===== src/rtl/cam_read_fmt.sv =====
// cam_read_fmt: camera byte-pair capture front end.
// Pairs RGB565 camera bytes into pixels, converts them to RGB332/RGB444/RGB565,
// clips to an IMG_W x IMG_H window and writes them to a frame-buffer port.
// Also tracks frame sync, counts captured frames and flags malformed lines.
// Optional build macro: CAM_READ_FMT_TESTPAT_EN adds a test_en input that
// replaces the converted pixel with a {row, col} pattern word.
module cam_read_fmt #(
  parameter int AW    = 15,
  parameter int IMG_W = 160,
  parameter int IMG_H = 120,
  parameter int CW    = 8
) (
  input  logic          pclk,
  input  logic          rst,
  input  logic          en,
  input  logic [1:0]    fmt,
  input  logic          vsync,
  input  logic          href,
  input  logic [7:0]    px_data,
`ifdef CAM_READ_FMT_TESTPAT_EN
  input  logic          test_en,
`endif
  output logic [AW-1:0] mem_px_addr,
  output logic [15:0]   mem_px_data,
  output logic          px_wr,
  output logic          frame_done,
  output logic [7:0]    frame_cnt,
  output logic          line_err,
  output logic          busy
);

  typedef enum logic [1:0] {WAIT_VS, F_BLANK, F_ACTIVE} state_t;

  localparam logic [CW-1:0] W_C     = CW'(IMG_W);
  localparam logic [CW-1:0] H_C     = CW'(IMG_H);
  localparam logic [CW-1:0] CNT_MAX = '1;

  state_t        state_q, state_d;
  logic          vsync_q;
  logic          in_line_q, in_line_d;
  logic          phase_q, phase_d;
  logic [7:0]    b1_q, b1_d;
  logic [CW-1:0] col_q, col_d;
  logic [CW-1:0] row_q, row_d;
  logic [AW-1:0] base_q, base_d;
  logic [AW-1:0] addr_q, addr_d;
  logic [15:0]   data_q, data_d;
  logic          wr_q, wr_d;
  logic          done_q, done_d;
  logic [7:0]    cnt_q, cnt_d;
  logic          err_q, err_d;
  logic [15:0]   pixel;

`ifdef CAM_READ_FMT_TESTPAT_EN
  logic [15:0]   pat;
  assign pat = {8'(row_q), 8'(col_q)};
`endif

  // Pixel formation: b1 is the latched first byte, px_data is b2 this cycle.
  always_comb begin
    pixel = {8'b0, b1_q[7:5], b1_q[2:0], px_data[4:3]};
    case (fmt)
      2'd1:    pixel = {4'b0, b1_q[7:4], b1_q[2:0], px_data[7], px_data[4:1]};
      2'd2:    pixel = {b1_q, px_data};
      default: pixel = {8'b0, b1_q[7:5], b1_q[2:0], px_data[4:3]};
    endcase
`ifdef CAM_READ_FMT_TESTPAT_EN
    if (test_en) begin
      case (fmt)
        2'd1:    pixel = {4'b0, pat[11:0]};
        2'd2:    pixel = pat;
        default: pixel = {8'b0, pat[7:0]};
      endcase
    end
`endif
  end

  // Next-state logic: frame FSM, byte pairing, clipping, line/frame bookkeeping.
  always_comb begin
    state_d   = state_q;
    in_line_d = in_line_q;
    phase_d   = phase_q;
    b1_d      = b1_q;
    col_d     = col_q;
    row_d     = row_q;
    base_d    = base_q;
    addr_d    = addr_q;
    data_d    = data_q;
    wr_d      = 1'b0;
    done_d    = 1'b0;
    cnt_d     = cnt_q;
    err_d     = err_q;
    case (state_q)
      WAIT_VS: begin
        // Only a frame whose start we fully observed is taken after reset.
        if (vsync) state_d = F_BLANK;
      end
      F_BLANK: begin
        if (vsync_q && !vsync && en) begin
          state_d   = F_ACTIVE;
          base_d    = '0;
          row_d     = '0;
          col_d     = '0;
          phase_d   = 1'b0;
          in_line_d = 1'b0;
        end
      end
      F_ACTIVE: begin
        if (vsync) begin
          // Frame end; a half-finished line is dropped without writing.
          state_d   = F_BLANK;
          done_d    = 1'b1;
          cnt_d     = cnt_q + 8'd1;
          if (row_q < H_C) err_d = 1'b1;
          in_line_d = 1'b0;
          phase_d   = 1'b0;
          col_d     = '0;
        end else if (href) begin
          in_line_d = 1'b1;
          phase_d   = ~phase_q;
          if (!phase_q) begin
            b1_d = px_data;
          end else begin
            if (col_q < W_C && row_q < H_C) begin
              wr_d   = 1'b1;
              data_d = pixel;
              addr_d = base_q + AW'(col_q);
            end
            if (col_q != CNT_MAX) col_d = col_q + 1'b1;
          end
        end else if (in_line_q) begin
          // Line end: odd byte count or a short line is an error.
          in_line_d = 1'b0;
          if (phase_q || col_q < W_C) err_d = 1'b1;
          phase_d = 1'b0;
          col_d   = '0;
          if (row_q != CNT_MAX) row_d = row_q + 1'b1;
          if (row_q < H_C) base_d = base_q + AW'(IMG_W);
        end
      end
      default: state_d = WAIT_VS;
    endcase
  end

  // State and output registers with asynchronous active-low reset.
  always_ff @(posedge pclk or negedge rst) begin
    if (!rst) begin
      state_q   <= WAIT_VS;
      vsync_q   <= 1'b0;
      in_line_q <= 1'b0;
      phase_q   <= 1'b0;
      b1_q      <= '0;
      col_q     <= '0;
      row_q     <= '0;
      base_q    <= '0;
      addr_q    <= '0;
      data_q    <= '0;
      wr_q      <= 1'b0;
      done_q    <= 1'b0;
      cnt_q     <= '0;
      err_q     <= 1'b0;
    end else begin
      state_q   <= state_d;
      vsync_q   <= vsync;
      in_line_q <= in_line_d;
      phase_q   <= phase_d;
      b1_q      <= b1_d;
      col_q     <= col_d;
      row_q     <= row_d;
      base_q    <= base_d;
      addr_q    <= addr_d;
      data_q    <= data_d;
      wr_q      <= wr_d;
      done_q    <= done_d;
      cnt_q     <= cnt_d;
      err_q     <= err_d;
    end
  end

  assign mem_px_addr = addr_q;
  assign mem_px_data = data_q;
  assign px_wr       = wr_q;
  assign frame_done  = done_q;
  assign frame_cnt   = cnt_q;
  assign line_err    = err_q;
  assign busy        = (state_q == F_ACTIVE);

endmodule

===== config.mk =====
export PLATFORM = sky130hd
export DESIGN_NAME = cam_read_fmt
export DESIGN_NICKNAME = d
export VERILOG_FILES = /design/src/rtl/cam_read_fmt.sv
export SDC_FILE = /design/constraint.sdc
export NUM_CORES = 1
export LEC_CHECK = 0
export BUFFER_PORTS_ARGS = -buffer_cell sky130_fd_sc_hd__buf_2
export CAP_MARGIN = 20
export CORE_MARGIN = 2
export CORE_UTILIZATION = 57
export CTS_CLUSTER_SIZE = 30
export DETAILED_ROUTE_END_ITERATION = 10
export HOLD_SLACK_MARGIN = 0.03
export PLACE_DENSITY = 0.89
export SETUP_SLACK_MARGIN = 0.05
export SLEW_MARGIN = 0
export SYNTH_ARGS = -nofsm -noshare
export SYNTH_HDL_FRONTEND = slang
export SYNTH_SLANG_ARGS = --single-unit

===== constraint.sdc =====
create_clock -name pclk -period 2.7 [get_ports pclk]
set_clock_uncertainty 0.2 [all_clocks]
set_input_delay 0 -clock pclk [delete_from_list [all_inputs] [get_ports pclk]]
set_output_delay 0 -clock pclk [all_outputs]
set_load 0.01 [all_outputs]

Yosys cells after proc, flatten, opt, wreduce, memory -nomap -nowiden:

Index checks and enable logic that the tools add are counted.

* register bits: 86
* bits of input ports: 15
* output and inout bits: 43
* logic and storage cells: 103

* add/sub/neg operators: 5
* $lt $le $gt $ge: 2
* equal/unequal tests: 18
* muxes and demuxes: 42
* bitwise operators: 2
* reductions and logical operators: 20

Operators by type and width (number)
* $mux 8: 10
* $mux 15: 5
* $pmux 16 s2: 1
* $pmux 8 s2: 2
* $pmux 15 s2: 1
* $add 8x1->8 const B: 3
* $mux 1: 18
* $ne 8x8->1 const B: 2
* $add 15x8->15: 1
* $add 15x8->15 const B: 1
* $reduce_and 5->1: 3
* $ne 4x3->1 const B: 3
* $reduce_and 6->1: 2
* $ne 2x1->1 const B: 5
* $lt 8x7->1 const B: 1
* $lt 8x8->1 const B: 1
* $ne 2x2->1 const B: 4
* $reduce_and 2->1: 3
* $reduce_bool 2->1: 3
* $eq 2x1->1 const B: 2
* $eq 2x2->1 const B: 2
* $mux 2: 2
* $pmux 1 s2: 2
* $pmux 2 s2: 1
* other kinds (8): 11

Logic depth before layout (Yosys ltp):

Gate-level depths: netlist of the first run.

* depth in word-level cells: 7
* gate-level depth with buffers: 10
* gate-level depth less buffers: 7

Least setup slack after synthesis of the first run:

No wires, ideal clock.

* path kind: flip-flop to flip-flop
* start point: reg state_q[0]
* end point: reg base_q[9]
* library setup time: 0.122 ns
* data arrival time: 1.870 ns
* required time: 2.378 ns
* setup slack: 0.509 ns
* cell stages (with the launch flop): 10
* buffers on the path: 3
* period minus slack after synthesis: 2.191 ns
* path through: dfrtp_1 inv_1 ha_1 buf_2 and2b_1 nor2_1 buf_2 clkbuf_1 nor2_1 a32o_1

* longest elaborated chain between the ends: 3
* elaborated cells between the ends (all ways): 10
* classes of those cells: eq/ne (7); mux (1); reduce/logical (2)

Ends and longest elaborated chain
* start: declaration: line 38 `state_t state_q, state_d;`
* start signal: assignment: line 163 `state_q <= state_d;`
* $eq 2x2->1 *
* net busy: line 29 `output logic busy`
* $ne 2x1->1 (no line), or another cell as far along
* $reduce_and 6->1 (no line)
* end signal: assignment: line 170 `base_q <= base_d;`
* end: declaration: line 45 `logic [AW-1:0] base_q, base_d;`

Mark *: on every way through the listed nets, which the timed path passes. The rest lies on a longest branch.
A chain may end at the register's enable or synchronous reset.

Worst setup path after layout of the first run:

* start point: reg state_q[1]
* end point: reg row_q[5]

* longest elaborated chain between the ends: 3
* elaborated cells between the ends (all ways): 10
* classes of those cells: eq/ne (7); mux (1); reduce/logical (2)

Ends and longest elaborated chain
* $eq 2x2->1 or $eq 2x1->1 (tied branches): line 93 `case (state_q)`
* $ne 2x1->1 (no line), or another cell as far along
* $reduce_and 6->1 (no line)
* end signal: assignment: line 169 `row_q <= row_d;`
* end: declaration: line 44 `logic [CW-1:0] row_q, row_d;`

Several ways; a longest one is shown, not always the timed one.

==> results.md, run 1 <==
* Type of origin of the critical path: flip-flop
* CTS tree: done
* GRT busiest layer: met2
* CORE AREA at 7140 um2
* DIE WIDTH at 89.2 um
* # IOs at 58
* Worst path arrival time at 2440 ps
* Routed WL per cell at 14.9 um
* Max VDD drop at 0.481 mV
* Syn Area/Cell at 9.82 um2
* # setup viols final at 0
* Num CTS Buffers at 9
* CP Max Fanout at 12
* DR pass1 iterations at 5
* Slowest stage delay, CP at 500 ps
* Post-CTS Resized at 0
* Final hold vios at 0
* Final nets at 514
* Max-capacitance violation count at 0
* Slowest stage cell on the critical path: a2111oi_0
* Post-synth ARST share at 100%
* RSZ-0062 raised after global routing: no
* Post-synthesis register bit count at 81
* Leak at 0.00228 uW
* Post-synth EDFFs at 0
* Worst-Margin Slew at 619 ps
* Clk buf depth at 2
* Reg area at 2030 um2
* Crit-path cells: inv_1 > ha_1 > and4b_2 > nor2_1 > buf_4 > a2111oi_0 > mux2i_1
* Worst setup EP type: flip-flop
* Unique cell type count in the Yosys netlist at 58
* Grt met1 use at 28.2%
* GR Util met2 at 38.9%
* Most frequent cells in the layout: dfrtp_1, nand2_1, buf_2
* Final period demand of the worst path at 2350 ps
* YS warnings at 0
* Port Buffers at 57
* Gr ovfl total at 0
* Vias in the first global route at 3166
* Placement Rows at 31
* Vias/cell at 5.85
* Residual DRC at 0
* Max-slew violation count at 0
* Bufs and invs on worst path at 2
* Initial DRC Count at 222
* Post-Syn Area at 4130 um2
* Register area share after synthesis at 49.0%
* GRT Resource Usage Total at 22.8%
* Synth Instances at 421
* Htree depth at 3
* WP data required at 2780 ps
* Finished Layout Cells at 589
* Area Growth Syn to Fin at 17.0%
* Clock root cell: clkbuf_8
* Post CTS Setup Buffer Count at 0
* N_diodes at 0
* Clock sinks at 81
* Clock Latency Late Sink at 370 ps
* Fill cells at 565
* HPWL after DPL at 6.05 mm
* Footprint of the multi-input gates at 1950 um2
* Max-slew headroom at 57.7%
* Worst-path clk slew at 80 ps
* Antenna viol nets, final at 0
* Period utilization at 87.1%
* Commonest non-fill, non-tap cell in the layout: dfrtp_1
* Power Density at 723 nW/um2
* Status: completed
* Net count after synthesis at 450
* Setup TNS Final at 0 ps
* First-pass GRT wire length at 14.0 mm
* Pin count of the biggest net entering global routing at 82
* Die Span Y at 89.2 um
* FMAX at 0.425 GHz
* Die area at 7950 um2
* Dominant synthesized flop cell: dfrtp_1
* Critical path's top delay family: compound AO/OA/AOI/OAI gates
* Final WL at 8.80 mm
* Crit Path Category: flip-flop to flip-flop
* Placed insts at 559
* GP Congestion at 0.840
* Vias at 3444
* Worst min path class: primary input to flip-flop
* Initial Util at 57.9%
* Layout cells sized above 1 at 20.8%
* M3 GR Usage at 4.16%
* Initial antenna violation count at 0
## per-layer routing
metal	share of wire, %	routed length, um	vias to the layer above
met2	50	4370	115
li1	-	-	1642
met1	43	3770	1670
met4	2.2	190	0
met3	5.3	470	17
met5	0	0	-
## timing repair
item | 4_1_cts | 5_1_grt
hold endpoints to repair | 104 | 6
hold buffers | 12 | 1
endpoints found under the setup margin | 0 | 0
## logic make-up (layout without fill, tap and decap cells)
family | after synthesis | count (layout) | share of synthesized area, %
multiplexers | 16 | 16 | 4.24
adder cells (fa/ha/maj) | 14 | 14 | 4.24
AND/OR/NAND/NOR | 156 | 156 | 18.7
XOR/XNOR | 14 | 14 | 2.97
buffers and inverters | 34 | 103 | 3.75
flip-flops | 81 | 81 | 49.0
AO/OA/AOI/OAI | 106 | 106 | 17.1
## worst min-delay path: stages
cell and delay (ps):
buf_2 110, ha_1 370, nand3_1 140, nand2_1 50
## registers in the layout (all words and copies together), names as in the netlist
name,flops
b1_q,8
in_line_q,1
row_q,8
base_q,10
line_err,1
state_q,2
phase_q,1
px_wr,1
frame_done,1
vsync_q,1
mem_px_data,16
mem_px_addr,15
col_q,8
frame_cnt,8
## final timing paths
check / start / to / slack (ps) / depth (start not counted)
worst max-delay path: state_q[1] / row_q[5] / 350 / 7
worst min-delay path: fmt[1] / mem_px_data[13] / 140 / 4
worst max register to register: state_q[1] / row_q[5] / 350 / 7
worst min register to register: mem_px_data[12] / mem_px_data[12] / 270 / 2
max in group asynchronous: rst / base_q[9] / 1400 / 4
min in group asynchronous: rst / mem_px_data[4] / 330 / 3
## cell usage after synthesis, types with 2 or more instances
cell type	count	area, um2
a211o_1	3	26.3
a21o_1	5	37.5
a21oi_1	17	85.1
a22oi_1	12	90.1
and3_1	2	12.5
buf_2	6	30.0
buf_6	2	22.5
clkbuf_1	13	48.8
dfrtp_1	81	2030
ha_1	14	175
inv_1	11	41.3
mux2_2	12	135
mux2i_1	4	40.0
nand2_1	70	263
nand2b_1	4	25.0
nand3_1	13	65.1
nand3b_1	2	15.0
nand4_1	7	43.8
nor2_1	19	71.3
nor3_1	11	55.1
nor3b_1	2	15.0
nor4_1	3	18.8
o211ai_1	3	22.5
o21ai_0	33	165
o22a_1	7	61.3
o31ai_1	12	90.1
or2_2	3	18.8
or4_1	8	60.1
xnor2_1	10	87.6
xor2_1	4	35.0
## stage by stage
step / hold slack (ps) / worst slack [ps] / power, uW / util (%) / cell area, um2
5_1_grt: 191 / 182 / 3700 / 67.8 / 4840
3_5_place_dp: 21.5 / 352 / 2560 / 62.6 / 4470
3_3_place_gp: 22.5 / 452 / 2490 / 62.6 / 4470
6_report: 144 / 349 / 3500 / 67.8 / 4840
4_1_cts: 131 / 331 / 3500 / 67.2 / 4800
2_1_floorplan: -496 / 509 / 2270 / - / 4130
## power by group
group          total [uW]  leakage [uW]  internal, uW  switching (uW)
logic                 968       0.00108           421             547
clock network         931      0.000104           464             467
registers            1600       0.00110          1400             194
## layout make-up
class	count	share of cell area [%]
inverters	11	0.854
flip-flops and latches	81	41.9
repair buffers	76	9.99
multi-input cells	306	40.3
clock buffers	10	2.85
clock inverters	6	1.50
well taps	99	2.56
Power figures use the tool's default switching activity.
==> inputs of run 2 (changes only) <==
--- a/config.mk
+++ b/config.mk
@@ -13,6 +13,7 @@
 export DETAILED_ROUTE_END_ITERATION = 10
 export HOLD_SLACK_MARGIN = 0.03
 export PLACE_DENSITY = 0.89
+export RECOVER_POWER = 50
 export SETUP_SLACK_MARGIN = 0.05
 export SLEW_MARGIN = 0
 export SYNTH_ARGS = -nofsm -noshare
==> run 2 against run 1 <==
Effect of this change:
- via count decreased by 0.64%
- highest routed layer unchanged
- worst hold slack lost 3.5 ps
- critical path depth did not move
- cell area decreased by 1.6%
- final cell count unchanged
- largest cell class unchanged
- sequential share of layout area is 0.68 points higher
- clock-buffer cell count unchanged
- sequential cell count stayed put
- first-iteration DRC count shrank 4.5%
- combinational power is 2.3% lower
- die area is the same
==> results.md, run 2 (synthesis results as in run 1) <==
* Worst path arrival time at 2430 ps (was 2440 ps)
* # setup viols final at 0 (unchanged)
* Vias at 3422 (was 3444)
* Sw frac at 34.9% (was 34.6%)
* CORE AREA at 7140 um2 (unchanged)
* Final nets at 514 (unchanged)
* Final hold vios at 0 (unchanged)
* CTS tree: done (unchanged)
* Die Span Y at 89.2 um (unchanged)
* Commonest non-fill, non-tap cell in the layout: dfrtp_1 (unchanged)
* Comb power frac at 27.2% (was 27.7%)
* Worst-path clk slew at 90 ps (was 80 ps)
* Worst min path class: primary input to flip-flop (unchanged)
* Max-capacitance violation count at 0 (unchanged)
* Cell area after layout at 4760 um2 (was 4840 um2)
* Htree depth at 3 (unchanged)
* Gr ovfl total at 0 (unchanged)
* Num CTS Buffers at 9 (unchanged)
* Worst-Margin Slew at 989 ps (was 619 ps)
* Initial antenna violation count at 0 (unchanged)
* Worst setup EP type: flip-flop (unchanged)
* Status: completed (unchanged)
* Power share of the sequential group at 46.0% (was 45.7%)
* N_diodes at 0 (unchanged)
* Max VDD drop at 0.480 mV (was 0.481 mV)
* Slowest stage cell on the critical path: a2111oi_0 (unchanged)
* Residual DRC at 0 (unchanged)
* FMAX at 0.426 GHz (was 0.425 GHz)
* Worst reg2reg startpoint: state_q[1] (unchanged)
* Hold Slack at 140 ps (was 144 ps)
* Placement Rows at 31 (unchanged)
* Max-slew headroom at 34.1% (was 57.7%)
* Hold path start: fmt[1] (unchanged)
* Crit-path cells: inv_1 > ha_1 > and4b_2 > nor2_1 > buf_4 > a2111oi_0 > mux2i_1 (unchanged)
* GP Congestion at 0.840 (unchanged)
* Routed WL per cell at 15.1 um (was 14.9 um)
* Most frequent cells in the layout: dfrtp_1, nand2_1, clkbuf_1 (was dfrtp_1, nand2_1, buf_2)
* Slowest stage delay, CP at 500 ps (about the same)
* Max-slew violation count at 0 (unchanged)
* Post-CTS Resized at 0 (unchanged)
* Crit Path Category: flip-flop to flip-flop (unchanged)
* Worst setup margin at 351 ps (was 349 ps)
* WP data required at 2780 ps (about the same)
* Clock Latency Late Sink at 370 ps (about the same)
* Vias in the first global route at 3166 (unchanged)
* Leak at 0.00209 uW (was 0.00228 uW)
* Clock sinks at 81 (unchanged)
* Sw power at 1210 uW (about the same)
* RSZ-0062 raised after global routing: no (unchanged)
* Final Total Pwr at 3480 uW (was 3500 uW)
* Die area at 7950 um2 (unchanged)
* HPWL after DPL at 6.05 mm (unchanged)
* Pin count of the biggest net entering global routing at 82 (unchanged)
* Clock root cell: clkbuf_8 (unchanged)
* Vias/cell at 5.81 (was 5.85)
* Final WL at 8.90 mm (was 8.80 mm)
* Fill cells at 587 (was 565)
* Max reg flops at 16 (unchanged)
* Clock power share at 26.8% (was 26.6%)
* Setup TNS Final at 0 ps (unchanged)
* Clk buf depth at 2 (unchanged)
* GRT Resource Usage Total at 22.8% (unchanged)
* Layout cells sized above 1 at 11.8% (was 20.8%)
* Place WS at 352 ps (unchanged)
* # IOs at 58 (unchanged)
* DIE WIDTH at 89.2 um (unchanged)
* Internal power at 2260 uW (was 2290 uW)
* First-pass GRT wire length at 14.0 mm (unchanged)
* Period utilization at 87.0% (was 87.1%)
* Placed inst area at 4470 um2 (unchanged)
* Antenna viol nets, final at 0 (unchanged)
* Crit path launch: state_q[1] (unchanged)
* Power Density at 731 nW/um2 (was 723 nW/um2)
* Area Growth Syn to Fin at 15.1% (was 17.0%)
* Port Buffers at 57 (unchanged)
* Initial DRC Count at 212 (was 222)
* DR pass1 iterations at 8 (was 5)
* Final period demand of the worst path at 2350 ps (about the same)
* R2r setup slk at 350 ps (about the same)
* Type of origin of the critical path: flip-flop (unchanged)
* Initial Util at 57.9% (unchanged)
* CP Max Fanout at 12 (unchanged)
run 2: cell count changes in the layout (fill, tap and decap cells not counted), sizes merged:
| cell | change |
|---|---|
| buf | -45 |
| clkbuf | +45 |
run 2: timing repair:
action	in CTS	in global routing
hold endpoints to repair	104	6
hold buffers	12	1
setup buffers	0	0
run 2: worst paths after layout:
kind	end	cells past startpoint
setup reg to reg	row_q[5]	7
hold reg to reg	mem_px_data[12]	2
min in group asynchronous	mem_px_data[4]	3
setup / recovery	row_q[5]	7
hold / removal	mem_px_data[13]	4
max in group asynchronous	base_q[14]	4
run 2: layer usage:
| layer | GRT usage [%] | vias to the layer above | routed length [um] |
|---|---|---|---|
| met2 | 38.9 | 114 | 4440 |
| met1 | 28.2 | 1650 | 3820 |
| met4 | 10.6 | 0 | 180 |
| met3 | 4.16 | 17 | 459 |
| li1 | - | 1641 | - |
| met5 | 0 | - | 0 |
run 2: final cells by class:
class,instances,area (um2),share of cell area (%)
Sequential cell,81,2030,42.6
Multi-Input combinational cell,306,1950,41.0
Timing Repair Buffer,76,405,8.52
Clock buffer,10,138,2.89
Tap cell,99,124,2.60
Inverter,11,41.3,0.868
Clock inverter,6,72.6,1.53
run 2: through the flow:
stage / util [%] / cells
2_1_floorplan: - / 421
3_3_place_gp: 62.6 / 559
3_5_place_dp: 62.6 / 559
4_1_cts: 67.2 / 587
5_1_grt: 66.7 / 589
6_report: 66.7 / 589
run 2: power groups by stage:
stage	sequential [uW]	combinational (uW)	clock [uW]
finish	1600	946	931
global route	1630	1060	987
CTS	1590	960	944
detailed placement	1620	943	0
global placement	1600	892	0
floorplan	1600	670	0
run 2: worst max-delay path, delay by kind of cell (launching register included):
kind | cells | cell delay [ps]
AO/OA/AOI/OAI | 1 | 500
adder cells (fa/ha/maj) | 1 | 230
buffers and inverters | 2 | 280
flip-flops | 1 | 420
multiplexers | 1 | 250
AND/OR/NAND/NOR | 2 | 390
==> inputs of run 3 (changes only) <==
--- a/config.mk
+++ b/config.mk
@@ -8,12 +8,11 @@
 export BUFFER_PORTS_ARGS = -buffer_cell sky130_fd_sc_hd__buf_2
 export CAP_MARGIN = 20
 export CORE_MARGIN = 2
-export CORE_UTILIZATION = 57
+export CORE_UTILIZATION = 40
 export CTS_CLUSTER_SIZE = 30
 export DETAILED_ROUTE_END_ITERATION = 10
 export HOLD_SLACK_MARGIN = 0.03
-export PLACE_DENSITY = 0.89
-export RECOVER_POWER = 50
+export PLACE_DENSITY = 0.69
 export SETUP_SLACK_MARGIN = 0.05
 export SLEW_MARGIN = 0
 export SYNTH_ARGS = -nofsm -noshare
==> run 3 against run 2 <==
Effect of this change:
- cell area grew 2.0%
- clock power down 9.7%
- die area up 40%
- utilization is 19 points lower
- sequential power hardly changed
- worst setup slack worse by 17 ps
- total power shrank 2.7%
- register-to-register slack got worse by 20 ps
- worst hold slack improved by 20 ps
- global-route usage shrank 6.3 points
- critical path type unchanged
==> results.md, run 3 (synthesis results as in run 1) <==
* Layout cells sized above 1 at 20.8% (was 11.8%)
* Routed WL per cell at 14.1 um (was 15.1 um)
* Critical path depth at 8 (was 7)
* Period utilization at 87.6% (was 87.0%)
* Max-slew headroom at 59.4% (was 34.1%)
* Vias at 3353 (was 3422)
* Worst-Margin Slew at 605 ps (was 989 ps)
* FMAX at 0.423 GHz (was 0.426 GHz)
* Type of origin of the critical path: flip-flop (unchanged)
* GP Congestion at 0.847 (was 0.840)
* Max reg flops at 16 (unchanged)
* N_diodes at 0 (unchanged)
* Hold Path Stages at 4 (unchanged)
* Commonest non-fill, non-tap cell in the layout: dfrtp_1 (unchanged)
* CTS tree: done (unchanged)
* # IOs at 58 (unchanged)
* CP Max Fanout at 18 (was 12)
* Slowest stage cell on the critical path: or4_1 (was a2111oi_0)
* Die Span Y at 106 um (was 89.2 um)
* Placed insts at 596 (was 559)
* Final WL at 8.86 mm (was 8.90 mm)
* Vias/cell at 5.36 (was 5.81)
* Final hold vios at 0 (unchanged)
* Initial antenna violation count at 0 (unchanged)
* Clk buf depth at 2 (unchanged)
* Final nets at 514 (unchanged)
* CORE AREA at 10200 um2 (was 7140 um2)
* Htree depth at 3 (unchanged)
* Bufs and invs on worst path at 4 (was 2)
* Worst setup EP type: flip-flop (unchanged)
* Worst min path class: primary input to flip-flop (unchanged)
* Final Total Pwr at 3380 uW (was 3480 uW)
* WP data required at 2790 ps (was 2780 ps)
* Pin count of the biggest net entering global routing at 82 (unchanged)
* Critical path's top delay family: buffers and inverters (was compound AO/OA/AOI/OAI gates)
* Power Density at 697 nW/um2 (was 731 nW/um2)
* DIE WIDTH at 106 um (was 89.2 um)
* Clock sinks at 81 (unchanged)
* Clock root cell: clkbuf_8 (unchanged)
* Vias in the first global route at 3208 (was 3166)
* Crit-path cells: inv_1 > ha_1 > buf_4 > inv_1 > a21oi_1 > buf_4 > or4_1 > a21oi_1 (was inv_1 > ha_1 > and4b_2 > nor2_1 > buf_4 > a2111oi_0 > mux2i_1)
* Most frequent cells in the layout: dfrtp_1, nand2_1, buf_2 (was dfrtp_1, nand2_1, clkbuf_1)
* Area Growth Syn to Fin at 17.5% (was 15.1%)
* RSZ-0062 raised after global routing: no (unchanged)
* Worst Reg-to-Reg Cells at 8 (was 7)
* Residual DRC at 0 (unchanged)
* Finished Layout Cells at 626 (was 589)
* Worst path arrival time at 2460 ps (was 2430 ps)
* Num CTS Buffers at 9 (unchanged)
* First-pass GRT wire length at 15.1 mm (was 14.0 mm)
* Post-CTS Resized at 0 (unchanged)
* Die area at 11200 um2 (was 7950 um2)
* Initial Util at 40.6% (was 57.9%)
* Port Buffers at 57 (unchanged)
* HPWL after DPL at 6.13 mm (was 6.05 mm)
* Clock Latency Late Sink at 360 ps (was 370 ps)
* Max-capacitance violation count at 0 (unchanged)
* Hold Slack at 160 ps (was 140 ps)
* GRT Resource Usage Total at 16.5% (was 22.8%)
* Final period demand of the worst path at 2370 ps (was 2350 ps)
* DR pass1 iterations at 4 (was 8)
* Slowest stage delay, CP at 470 ps (was 500 ps)
* Max VDD drop at 0.294 mV (was 0.480 mV)
* Max-slew violation count at 0 (unchanged)
* Placement Rows at 37 (was 31)
* # setup viols final at 0 (unchanged)
* Antenna viol nets, final at 0 (unchanged)
* Gr ovfl total at 0 (unchanged)
* Leak at 0.00227 uW (was 0.00209 uW)
* Initial DRC Count at 285 (was 212)
* Status: completed (unchanged)
* Worst-path clk slew at 100 ps (was 90 ps)
* Setup TNS Final at 0 ps (unchanged)
* Crit Path Category: flip-flop to flip-flop (unchanged)
==> run 3: metal layers <==
metal  GRT usage [%]  wire length (um)  vias up
met2            27.2              4210       71
met4            4.79                76        0
met5               0                 0        -
met3            3.28               387        5
met1            22.2              4190     1632
li1                -                 -     1645
==> run 3: final timing paths <==
| kind | from | endpoint | slack (ps) |
|---|---|---|---|
| max | state_q[0] | base_q[14] | 330 |
| min | fmt[1] | mem_px_data[15] | 160 |
| max reg2reg | state_q[0] | base_q[14] | 330 |
| min reg2reg | frame_cnt[7] | frame_cnt[7] | 270 |
| max in group asynchronous | rst | state_q[1] | 1300 |
| min in group asynchronous | rst | mem_px_data[6] | 400 |
==> run 3: layout make-up <==
type / count / area [um2]
clock buffers: 9 / 124
well taps: 136 / 170
flip-flops and latches: 81 / 2030
inverters: 11 / 41.3
repair buffers: 76 / 483
clock inverters: 7 / 58.8
multi-input cells: 306 / 1950
fillers: 982 / 5330
==> run 3: stage by stage <==
| step | utilization, % | area, um2 | worst slack (ps) |
|---|---|---|---|
| 2_1_floorplan | - | 4130 | 509 |
| 3_3_place_gp | 44.3 | 4510 | 404 |
| 3_5_place_dp | 44.3 | 4510 | 363 |
| 4_1_cts | 47.3 | 4820 | 343 |
| 5_1_grt | 47.7 | 4850 | 172 |
| 6_report | 47.7 | 4850 | 334 |
==> run 3: power breakdown <==
group	internal (uW)	switching, uW	total, uW
Clock	350	491	841
Sequential	1400	186	1590
Combinational	420	534	953
Total	2170	1210	3380
==> run 3: repair_timing <==
| action | in CTS | in global routing |
|---|---|---|
| buffers inserted | 0 | 0 |
| endpoints found under the hold margin | 104 | 20 |
| hold buffers | 12 | 1 |
==> run 3: worst register-to-register path: cells and delay by family, from the launching register on <==
| kind | cells | cell delay, ps |
|---|---|---|
| and+or+nand+nor | 1 | 480 |
| AOI/OAI and AO/OA | 2 | 230 |
| buffers and inverters | 4 | 680 |
| DFF | 1 | 400 |
| adders and majority gates | 1 | 330 |
